**config.mk**
```make
export PLATFORM = sky130hd
export DESIGN_NAME = pipeline_fetch
export DESIGN_NICKNAME = d
export VERILOG_FILES = /design/src/rtl/pipeline_fetch_pkg.sv /design/src/rtl/pipeline_fetch_queue.sv /design/src/rtl/pipeline_fetch.sv
export SDC_FILE = /design/constraint.sdc
export NUM_CORES = 1
export LEC_CHECK = 0
export CAP_MARGIN = 20
export CORE_MARGIN = 1
export CORE_UTILIZATION = 45
export CTS_CLUSTER_DIAMETER = 200
export DETAILED_ROUTE_END_ITERATION = 10
export GPL_ROUTABILITY_DRIVEN = 0
export PLACE_DENSITY = 0.7
export SYNTH_ARGS = -nofsm -noshare
export SYNTH_HDL_FRONTEND = slang
export SYNTH_HIERARCHICAL = 1
export SYNTH_SLANG_ARGS = --single-unit
```
**constraint.sdc**
```tcl
create_clock -name clock -period 8.8 [get_ports clock]
set_input_delay 2.2 -clock clock [delete_from_list [all_inputs] [get_ports clock]]
set_output_delay 2.2 -clock clock [all_outputs]
set_load 0.01 [all_outputs]
```
**src/rtl/pipeline_fetch_pkg.sv**
```systemverilog
// -----------------------------------------------------------------------------
// pipeline_fetch_pkg
//   Shared constants and types for the instruction fetch stage.
//   NOP_INSTRUCTION : word presented to decode when nothing is available
//                     (addi x0, x0, 0)
//   INITIAL_PC      : default first fetch address after reset
//   fetch_entry_t   : one instruction queue entry {inst, pc}
// -----------------------------------------------------------------------------
package pipeline_fetch_pkg;

   localparam logic [31:0] NOP_INSTRUCTION = 32'h0000_0013;
   localparam logic [31:0] INITIAL_PC      = 32'h0040_0000;

   typedef struct packed {
      logic [31:0] inst;
      logic [31:0] pc;
   } fetch_entry_t;

   localparam int unsigned FETCH_ENTRY_W = $bits(fetch_entry_t);

endpackage

```
**src/rtl/pipeline_fetch_queue.sv**
```systemverilog
// -----------------------------------------------------------------------------
// pipeline_fetch_queue
//   Generic synchronous FIFO: the fetch stage uses it for its instruction
//   queue, and the LSU is expected to reuse it for its own buffering.
//   DEPTH must be a power of two (>= 2) so the pointers wrap on their own.
//   Ports:
//     clk_i, rst_i : clock, asynchronous active-high reset
//     push_i       : write data_i at the tail (ignored when full unless popping)
//     data_i       : entry to write
//     pop_i        : drop the head entry (ignored when empty)
//     flush_i      : empty the FIFO; takes priority over push/pop
//     full_o       : DEPTH entries held
//     empty_o      : no entries held
//     count_o      : number of entries held
//     head_o       : oldest entry (undefined while empty)
// -----------------------------------------------------------------------------
module pipeline_fetch_queue
   import pipeline_fetch_pkg::*;
#(
   parameter int unsigned DEPTH = 2,
   parameter int unsigned WIDTH = 64
) (
   input  logic                         clk_i,
   input  logic                         rst_i,
   input  logic                         push_i,
   input  logic [WIDTH-1:0]             data_i,
   input  logic                         pop_i,
   input  logic                         flush_i,
   output logic                         full_o,
   output logic                         empty_o,
   output logic [$clog2(DEPTH+1)-1:0]   count_o,
   output logic [WIDTH-1:0]             head_o
);

   localparam int unsigned PW = $clog2(DEPTH);
   localparam int unsigned CW = $clog2(DEPTH+1);

   logic [WIDTH-1:0] mem_q [DEPTH];
   logic [PW-1:0]    rd_ptr_q, rd_ptr_d;
   logic [PW-1:0]    wr_ptr_q, wr_ptr_d;
   logic [CW-1:0]    count_q, count_d;
   logic             do_push, do_pop;

   always_comb begin
      do_pop   = pop_i && (count_q != '0);
      // A full FIFO still accepts a push when the head leaves in the same cycle.
      do_push  = push_i && ((count_q != CW'(DEPTH)) || do_pop);
      rd_ptr_d = rd_ptr_q;
      wr_ptr_d = wr_ptr_q;
      count_d  = count_q;
      if (flush_i) begin
         rd_ptr_d = '0;
         wr_ptr_d = '0;
         count_d  = '0;
      end else begin
         if (do_push) wr_ptr_d = wr_ptr_q + PW'(1);
         if (do_pop)  rd_ptr_d = rd_ptr_q + PW'(1);
         count_d = count_q + CW'(do_push) - CW'(do_pop);
      end
   end

   always_ff @(posedge clk_i or posedge rst_i) begin
      if (rst_i) begin
         rd_ptr_q <= '0;
         wr_ptr_q <= '0;
         count_q  <= '0;
      end else begin
         rd_ptr_q <= rd_ptr_d;
         wr_ptr_q <= wr_ptr_d;
         count_q  <= count_d;
      end
   end

   // Storage needs no reset: an entry is only read after it has been written.
   always_ff @(posedge clk_i) begin
      if (do_push && !flush_i) mem_q[wr_ptr_q] <= data_i;
   end

   assign full_o  = (count_q == CW'(DEPTH));
   assign empty_o = (count_q == '0);
   assign count_o = count_q;
   assign head_o  = mem_q[rd_ptr_q];

endmodule

```
**src/rtl/pipeline_fetch.sv**
```systemverilog
// -----------------------------------------------------------------------------
// pipeline_fetch
//   Instruction fetch stage ahead of decode. Holds the fetch PC, issues up to
//   MAX_OUTSTANDING in-order requests to instruction memory, queues responses
//   with their PC and presents the head to decode. A redirect flushes
//   everything and restarts fetch; responses to requests already in flight
//   are counted off in drop_q and discarded.
//   Optional feature macro: FETCH_QUEUE_BYPASS_EN -- when defined, a response
//   arriving while the queue is empty is shown to decode in the same cycle
//   (and not enqueued if decode consumes it at once). When undefined, decode
//   only ever sees the queue head and rdata has no combinational path to inst.
//   Ports:
//     clock, reset                 : clock, asynchronous active-high reset
//     inst_mem_req/addr/ready      : request handshake (accepted on req && ready)
//     inst_mem_rvalid/rdata        : in-order responses, one per accepted request
//     redirect_valid/redirect_pc   : restart fetch at redirect_pc (top priority)
//     consume                      : decode takes the head instruction
//     inst_available/inst/inst_pc  : instruction presented to decode
//   Handshakes: a request transfers on the cycle inst_mem_req && inst_mem_ready;
//   a response transfers on every inst_mem_rvalid cycle; decode takes an
//   instruction on the cycle consume && inst_available (and no redirect).
//   State (no FSM): fetch_pc, resp_pc, queue, outstanding, drop.
// -----------------------------------------------------------------------------
module pipeline_fetch
   import pipeline_fetch_pkg::*;
#(
   parameter int unsigned QUEUE_DEPTH     = 2,
   parameter int unsigned MAX_OUTSTANDING = 2,
   parameter logic [31:0] RESET_PC        = INITIAL_PC
) (
   input  logic        clock,
   input  logic        reset,
   output logic        inst_mem_req,
   output logic [31:0] inst_mem_addr,
   input  logic        inst_mem_ready,
   input  logic        inst_mem_rvalid,
   input  logic [31:0] inst_mem_rdata,
   input  logic        redirect_valid,
   input  logic [31:0] redirect_pc,
   input  logic        consume,
   output logic        inst_available,
   output logic [31:0] inst,
   output logic [31:0] inst_pc
);

   localparam int unsigned OW = $clog2(MAX_OUTSTANDING+1);
   localparam int unsigned CW = $clog2(QUEUE_DEPTH+1);

   logic [31:0]   fetch_pc_q, fetch_pc_d;
   logic [31:0]   resp_pc_q, resp_pc_d;
   logic [OW-1:0] outstanding_q, outstanding_d;
   logic [OW-1:0] drop_q, drop_d;

   logic          req, fire, resp_keep, bypass_hit, q_push, q_pop;
   logic [CW-1:0] q_count;
   logic          q_full, q_empty;
   fetch_entry_t  q_head, push_entry;

   always_comb begin
      // Credit rule: every in-flight request already owns a queue slot.
      req = !reset && !redirect_valid
            && (32'(outstanding_q) < MAX_OUTSTANDING)
            && ((32'(q_count) + 32'(outstanding_q)) < QUEUE_DEPTH);
      fire      = req && inst_mem_ready;
      resp_keep = inst_mem_rvalid && !redirect_valid && (drop_q == '0);
`ifdef FETCH_QUEUE_BYPASS_EN
      bypass_hit = resp_keep && q_empty;
`else
      bypass_hit = 1'b0;
`endif
      // A bypassed response that decode takes immediately never enters the queue.
      q_push     = resp_keep && !(bypass_hit && consume);
      q_pop      = consume && !q_empty && !redirect_valid;
      push_entry = '{inst: inst_mem_rdata, pc: resp_pc_q};

      outstanding_d = outstanding_q;
      if (fire)            outstanding_d = outstanding_d + OW'(1);
      if (inst_mem_rvalid) outstanding_d = outstanding_d - OW'(1);

      drop_d     = drop_q;
      fetch_pc_d = fetch_pc_q;
      resp_pc_d  = resp_pc_q;
      if (fire)      fetch_pc_d = fetch_pc_q + 32'd4;
      if (resp_keep) resp_pc_d  = resp_pc_q + 32'd4;
      if (inst_mem_rvalid && (drop_q != '0)) drop_d = drop_q - OW'(1);
      if (redirect_valid) begin
         fetch_pc_d = redirect_pc;
         resp_pc_d  = redirect_pc;
         // Everything still in flight after this cycle belongs to the old path.
         drop_d     = outstanding_d;
      end
   end

   always_ff @(posedge clock or posedge reset) begin
      if (reset) begin
         fetch_pc_q    <= RESET_PC;
         resp_pc_q     <= RESET_PC;
         outstanding_q <= '0;
         drop_q        <= '0;
      end else begin
         fetch_pc_q    <= fetch_pc_d;
         resp_pc_q     <= resp_pc_d;
         outstanding_q <= outstanding_d;
         drop_q        <= drop_d;
      end
   end

   pipeline_fetch_queue #(
      .DEPTH (QUEUE_DEPTH),
      .WIDTH (FETCH_ENTRY_W)
   ) u_queue (
      .clk_i   (clock),
      .rst_i   (reset),
      .push_i  (q_push),
      .data_i  (push_entry),
      .pop_i   (q_pop),
      .flush_i (redirect_valid),
      .full_o  (q_full),
      .empty_o (q_empty),
      .count_o (q_count),
      .head_o  (q_head)
   );

   always_comb begin
      inst_mem_req   = req;
      inst_mem_addr  = fetch_pc_q;
      inst_available = !q_empty || bypass_hit;
      if (!q_empty) begin
         inst    = q_head.inst;
         inst_pc = q_head.pc;
      end else if (bypass_hit) begin
         inst    = inst_mem_rdata;
         inst_pc = resp_pc_q;
      end else begin
         // Idle: show a NOP tagged with the PC of the next expected instruction.
         inst    = NOP_INSTRUCTION;
         inst_pc = resp_pc_q;
      end
   end

`ifndef SYNTHESIS
   a_rvalid_needs_outstanding: assert property (@(posedge clock) disable iff (reset)
      inst_mem_rvalid |-> (outstanding_q != '0));
   a_addr_aligned: assert property (@(posedge clock) disable iff (reset)
      inst_mem_req |-> (inst_mem_addr[1:0] == 2'b00));
   a_no_overflow: assert property (@(posedge clock) disable iff (reset)
      (q_push && q_full) |-> q_pop);
   a_drop_bounded: assert property (@(posedge clock) disable iff (reset)
      drop_q <= outstanding_q);
`endif

endmodule

```
# Word level (Yosys, flattened, before mapping)
# Memory sizes are Yosys's and may differ from the RTL's.
# Index checks and enable logic that the tools add are counted.
# totals
register_bits	72
mem_bits_rw	128
in_bits	70
output_inout_bits	98
elab_cells	63
mem_count	1
# mem_list
memory	depth	width	rd	rd_ports_with_merged_regs	write_ports	line_no	source
u_queue.mem_q	2	64	1	0	1	pipeline_fetch_queue.sv:38	logic [WIDTH-1:0] mem_q [DEPTH];
# op_classes
addsub	10
n_lt_le_gt_ge	2
eq_ne	1
n_mux	17
reduce_logical	25
# ops
cell	n
$mux W32	6
$add A32 B3 Y32 const B	2
$reduce_bool A2 Y1	7
$logic_and A1 B1 Y1	12
$mux W2	5
$mux W1	6
$logic_not A2 Y1	2
$sub A2 B1 Y2 const B	2
$add A2 B2 Y3	1
$logic_not A1 Y1	3
$lt A3 B2 Y1 const B	1
$add A1 B1 Y1 const B	2
$add A2 B1 Y2	1
$add A2 B1 Y2 const B	1
$lt A2 B2 Y1 const B	1
$ne A2 B2 Y1 const B	1
$sub A2 B1 Y2	1
$logic_or A1 B1 Y1	1

# Longest topological paths before layout
# depth
depth_word	10
ltp_mapped	11
depth_no_buf	10

# Hierarchy
# Netlist, hierarchy kept.
# by_module_without_submodules
module	instances	cells_per_inst	area_per_inst_um2	seq_area_each_um2
pipeline_fetch_queue	1	229	4906.0	3943.8
pipeline_fetch	1	482	4381.7	1704.1

# Least setup slack after synthesis
# Ideal clock, no wire load.
# synth_path
path_type	in2reg
startpoint	input port redirect_valid
endpoint	memory u_queue.mem_q[1][0], enable pin
setup_ps	578
arrival_time_ps	7904
t_required_ps	8222
path_slack_ps	318
cell_stages	6
path_buffers	3
cell_sequence	clkbuf_1 buf_1 clkbuf_1 nor2_1 o21ai_2 nor3b_1
# synth_between
word_cells_on_any_way	10
cone_classes	mux: 2; reduce/logical: 8
# synth_rtl
element	line_no	source
start: declaration	pipeline_fetch.sv:38	input logic redirect_valid,
$logic_not A1 Y1	pipeline_fetch.sv:65	resp_keep = inst_mem_rvalid && !redirect_valid && (drop_q == '0);
$logic_and A1 B1 Y1 (2 in a row)	pipeline_fetch.sv:65	
named net q_push	pipeline_fetch.sv:54	logic req, fire, resp_keep, bypass_hit, q_push, q_pop;
$logic_and A1 B1 Y1	pipeline_fetch_queue.sv:47	do_push = push_i && ((count_q != CW'(DEPTH)) || do_pop);
$logic_and A1 B1 Y1	pipeline_fetch_queue.sv:76	if (do_push && !flush_i) mem_q[wr_ptr_q] <= data_i;
$mux W1	pipeline_fetch_queue.sv:76	
$mux W1 (implied by the code)	pipeline_fetch_queue.sv:76	
end: declaration	pipeline_fetch_queue.sv:38	
# The timed path passes the listed nets, and every way through them passes these cells.

# Worst setup path in the final report
# layout_path
startpoint	input port reset
endpoint	output port inst_mem_req
# layout_between
elab_chain_len	4
# layout_rtl
element	line_no	source
start: declaration	pipeline_fetch.sv:32	input logic reset,
$logic_not A1 Y1 (no source line)	n/a	
$logic_and A1 B1 Y1	pipeline_fetch.sv:61	req = !reset && !redirect_valid
$logic_and A1 B1 Y1	pipeline_fetch.sv:62	&& (32'(outstanding_q) < MAX_OUTSTANDING)
$logic_and A1 B1 Y1	pipeline_fetch.sv:63	&& ((32'(q_count) + 32'(outstanding_q)) < QUEUE_DEPTH);
end: declaration	pipeline_fetch.sv:33	output logic inst_mem_req,
# No other way between the ends.

==> results_dict.tcl <==
set metrics [dict create \
    dr_wl_met3_mm 1.053 \
    floorplan.initialDensity 0.4588 \
    clk_root_buffer_cell "sky130_fd_sc_hd__clkbuf_16" \
    maximum_number_of_pins_on_one_net_before_global_route_repair 77 \
    p_leak_nw 4.242 \
    timing.fmax_mhz 163.4 \
    max_slew.worst_pin.slew_ps 932.6 \
    cts_tree "done" \
    cts_hold_buf 0 \
    power.ir.vdd_worst_uv 158.9 \
    crit_path_max_fanout 4 \
    drc 0 \
    endpoint_kind "primary output" \
    hold_class "flop to flop" \
    route.detailed.wl_per_inst_um 17.53 \
    layout_worst_path_cycle_share 0.6955 \
    met1_wire_length_mm 9.747 \
    worst-setup-path-type "input pin to primary output" \
    clk-insertion-delay-late_ps 430 \
    timing.hold.ws_ps 504.5 \
    grt_first_pass_wirelength_mm 32.92 \
    chipHeight_um 145.6 \
    buffer_ports.inserted 167 \
    number_of_buffers_added_for_setup_after_cts 0 \
    num_antenna_cells 0 \
    finalMaxSlewViolations 0 \
    avgViaCountPerCell 5.362 \
    floorplan.die.width_um 145.6 \
    detail_route.first_pass.iterations 4 \
    groute.usage.overall 0.1992 \
    setup-violations-final 0 \
    routed_wl_met2_mm 9.227 \
    final_layout_size_suffix_gt1_frac 0.1340 \
    skew_ps 15.37 \
    min_period_ps 6120 \
    run_status "completed" \
    vias 6209 \
    detailedRoute.firstIterationViolations 339 \
    synthesis.instances 710 \
    cts.clk_slew.worst_paths_ps 70 \
    layout.nets 950 \
    clockBufferDepth 2 \
    h-tree-depth 4 \
    grt_overflow_total 0 \
    fp.dieArea_um2 21210 \
    max_slew_headroom 0.3767 \
    hpwlAfterDp_mm 13.35 \
    placement_rows 52 \
    crit_arrival_ps 3920 \
    drv.max_cap_violation_count 0 \
    top_layer_used "met4" \
    synthesis.nets 785 \
    number_of_cts_inserted_buffers 17 \
    area_delta_synth_final_pct 27.22 \
    startpoint_type "input pin" \
    synthesis.area_per_instance_um2 13.08 \
    antenna_found_initial 0 \
    yosysWarningCount 6 \
    syn_area_um2 9284 \
    io_pins 168 \
    core_area_um2 20230 \
    power.density_nw_per_um2 188.2 \
    hold_violations 0 \
    cts.sink_count 200 \
    grt_pass1_vias 6221 \
    cts-resized-gates 0 \
    worst-endpoint-required_ps 6600 \
    rrSetupSlack_ps 5850 \
    antenna_violating_nets_post_route 0 \
    rsz0062_at_grt "false" \
    totalWireLength_mm 20.30 \
    fin_tns_setup_ps 0 \
]
critical path: stages:
cell,delay [ps]
sky130_fd_sc_hd__clkdlybuf4s50_1,480
sky130_fd_sc_hd__or4_4,590
sky130_fd_sc_hd__nor2_1,110
sky130_fd_sc_hd__clkdlybuf4s50_1,540
layout make-up:
cell class | instances | area (um^2)
Clock inverter | 15 | 172.7
Fill cell | 1635 | 8423
Tap cell | 270 | 337.8
Sequential cell | 200 | 5649
Inverter | 22 | 82.58
Clock buffer | 17 | 425.4
Timing Repair Buffer | 175 | 1727
Multi-Input combinational cell | 459 | 3417
through the flow:
stage          setup slack [ps]    util  instance area [um^2]  total power, mW  instances
6_report                   2680  0.5837                 11810            2.223       1158
5_1_grt                    2595  0.5837                 11810            2.318       1158
4_1_cts                    2676  0.5837                 11810            2.244       1158
3_5_place_dp               2677  0.5542                 11210            1.473       1126
3_3_place_gp               2691  0.5542                 11210            1.466       1126
2_1_floorplan             318.2       -                  9284            1.311        710
metal layers:
layer  vias up  track usage
met3        19      0.03918
li1       2963            -
met2       224       0.3087
met4         0      0.05842
met5         -            0
met1      3003       0.2852
power breakdown:
group	switching, mW	internal, mW
clock	0.383	0.385
combinational	0.149	0.168
sequential	0.0700	1.07
flip-flops by register name (all words and copies together), names as in the netlist:
name and cells:
u_queue/mem_q 128, inst_mem_addr 32, resp_pc_q 32, drop_q 2, outstanding_q 2, u_queue/count_o 2, u_queue/rd_ptr_q 1, u_queue/wr_ptr_q 1
worst paths after layout:
check,cells past startpoint,start,end
setup / recovery,4,reset,inst_mem_req
hold / removal,0,resp_pc_q[0],u_queue/mem_q[1][0]
setup reg to reg,6,u_queue/count_o[0],inst_mem_addr[29]
hold reg to reg,0,resp_pc_q[0],u_queue/mem_q[1][0]
max in group asynchronous,3,reset,resp_pc_q[15]
min in group asynchronous,2,reset,u_queue/count_o[0]
layout by cell type (no fill, tap or decap), types with 5 or more instances in the layout:
| cell | instances |
|---|---|
| sky130_fd_sc_hd__a21oi_1 | 7 |
| sky130_fd_sc_hd__and3_1 | 11 |
| sky130_fd_sc_hd__buf_4 | 8 |
| sky130_fd_sc_hd__clkbuf_16 | 17 |
| sky130_fd_sc_hd__clkdlybuf4s50_1 | 166 |
| sky130_fd_sc_hd__dfrtp_1 | 69 |
| sky130_fd_sc_hd__edfxtp_1 | 128 |
| sky130_fd_sc_hd__inv_1 | 20 |
| sky130_fd_sc_hd__inv_8 | 5 |
| sky130_fd_sc_hd__mux2_1 | 51 |
| sky130_fd_sc_hd__mux2_2 | 55 |
| sky130_fd_sc_hd__nand2_1 | 57 |
| sky130_fd_sc_hd__nand3_1 | 34 |
| sky130_fd_sc_hd__nand4_1 | 22 |
| sky130_fd_sc_hd__nor2_1 | 27 |
| sky130_fd_sc_hd__nor2b_1 | 34 |
| sky130_fd_sc_hd__o211ai_1 | 17 |
| sky130_fd_sc_hd__o21ai_0 | 37 |
| sky130_fd_sc_hd__o311ai_0 | 8 |
| sky130_fd_sc_hd__xnor2_1 | 11 |
| sky130_fd_sc_hd__xor2_1 | 25 |
(Power assumes the default switching activity.)
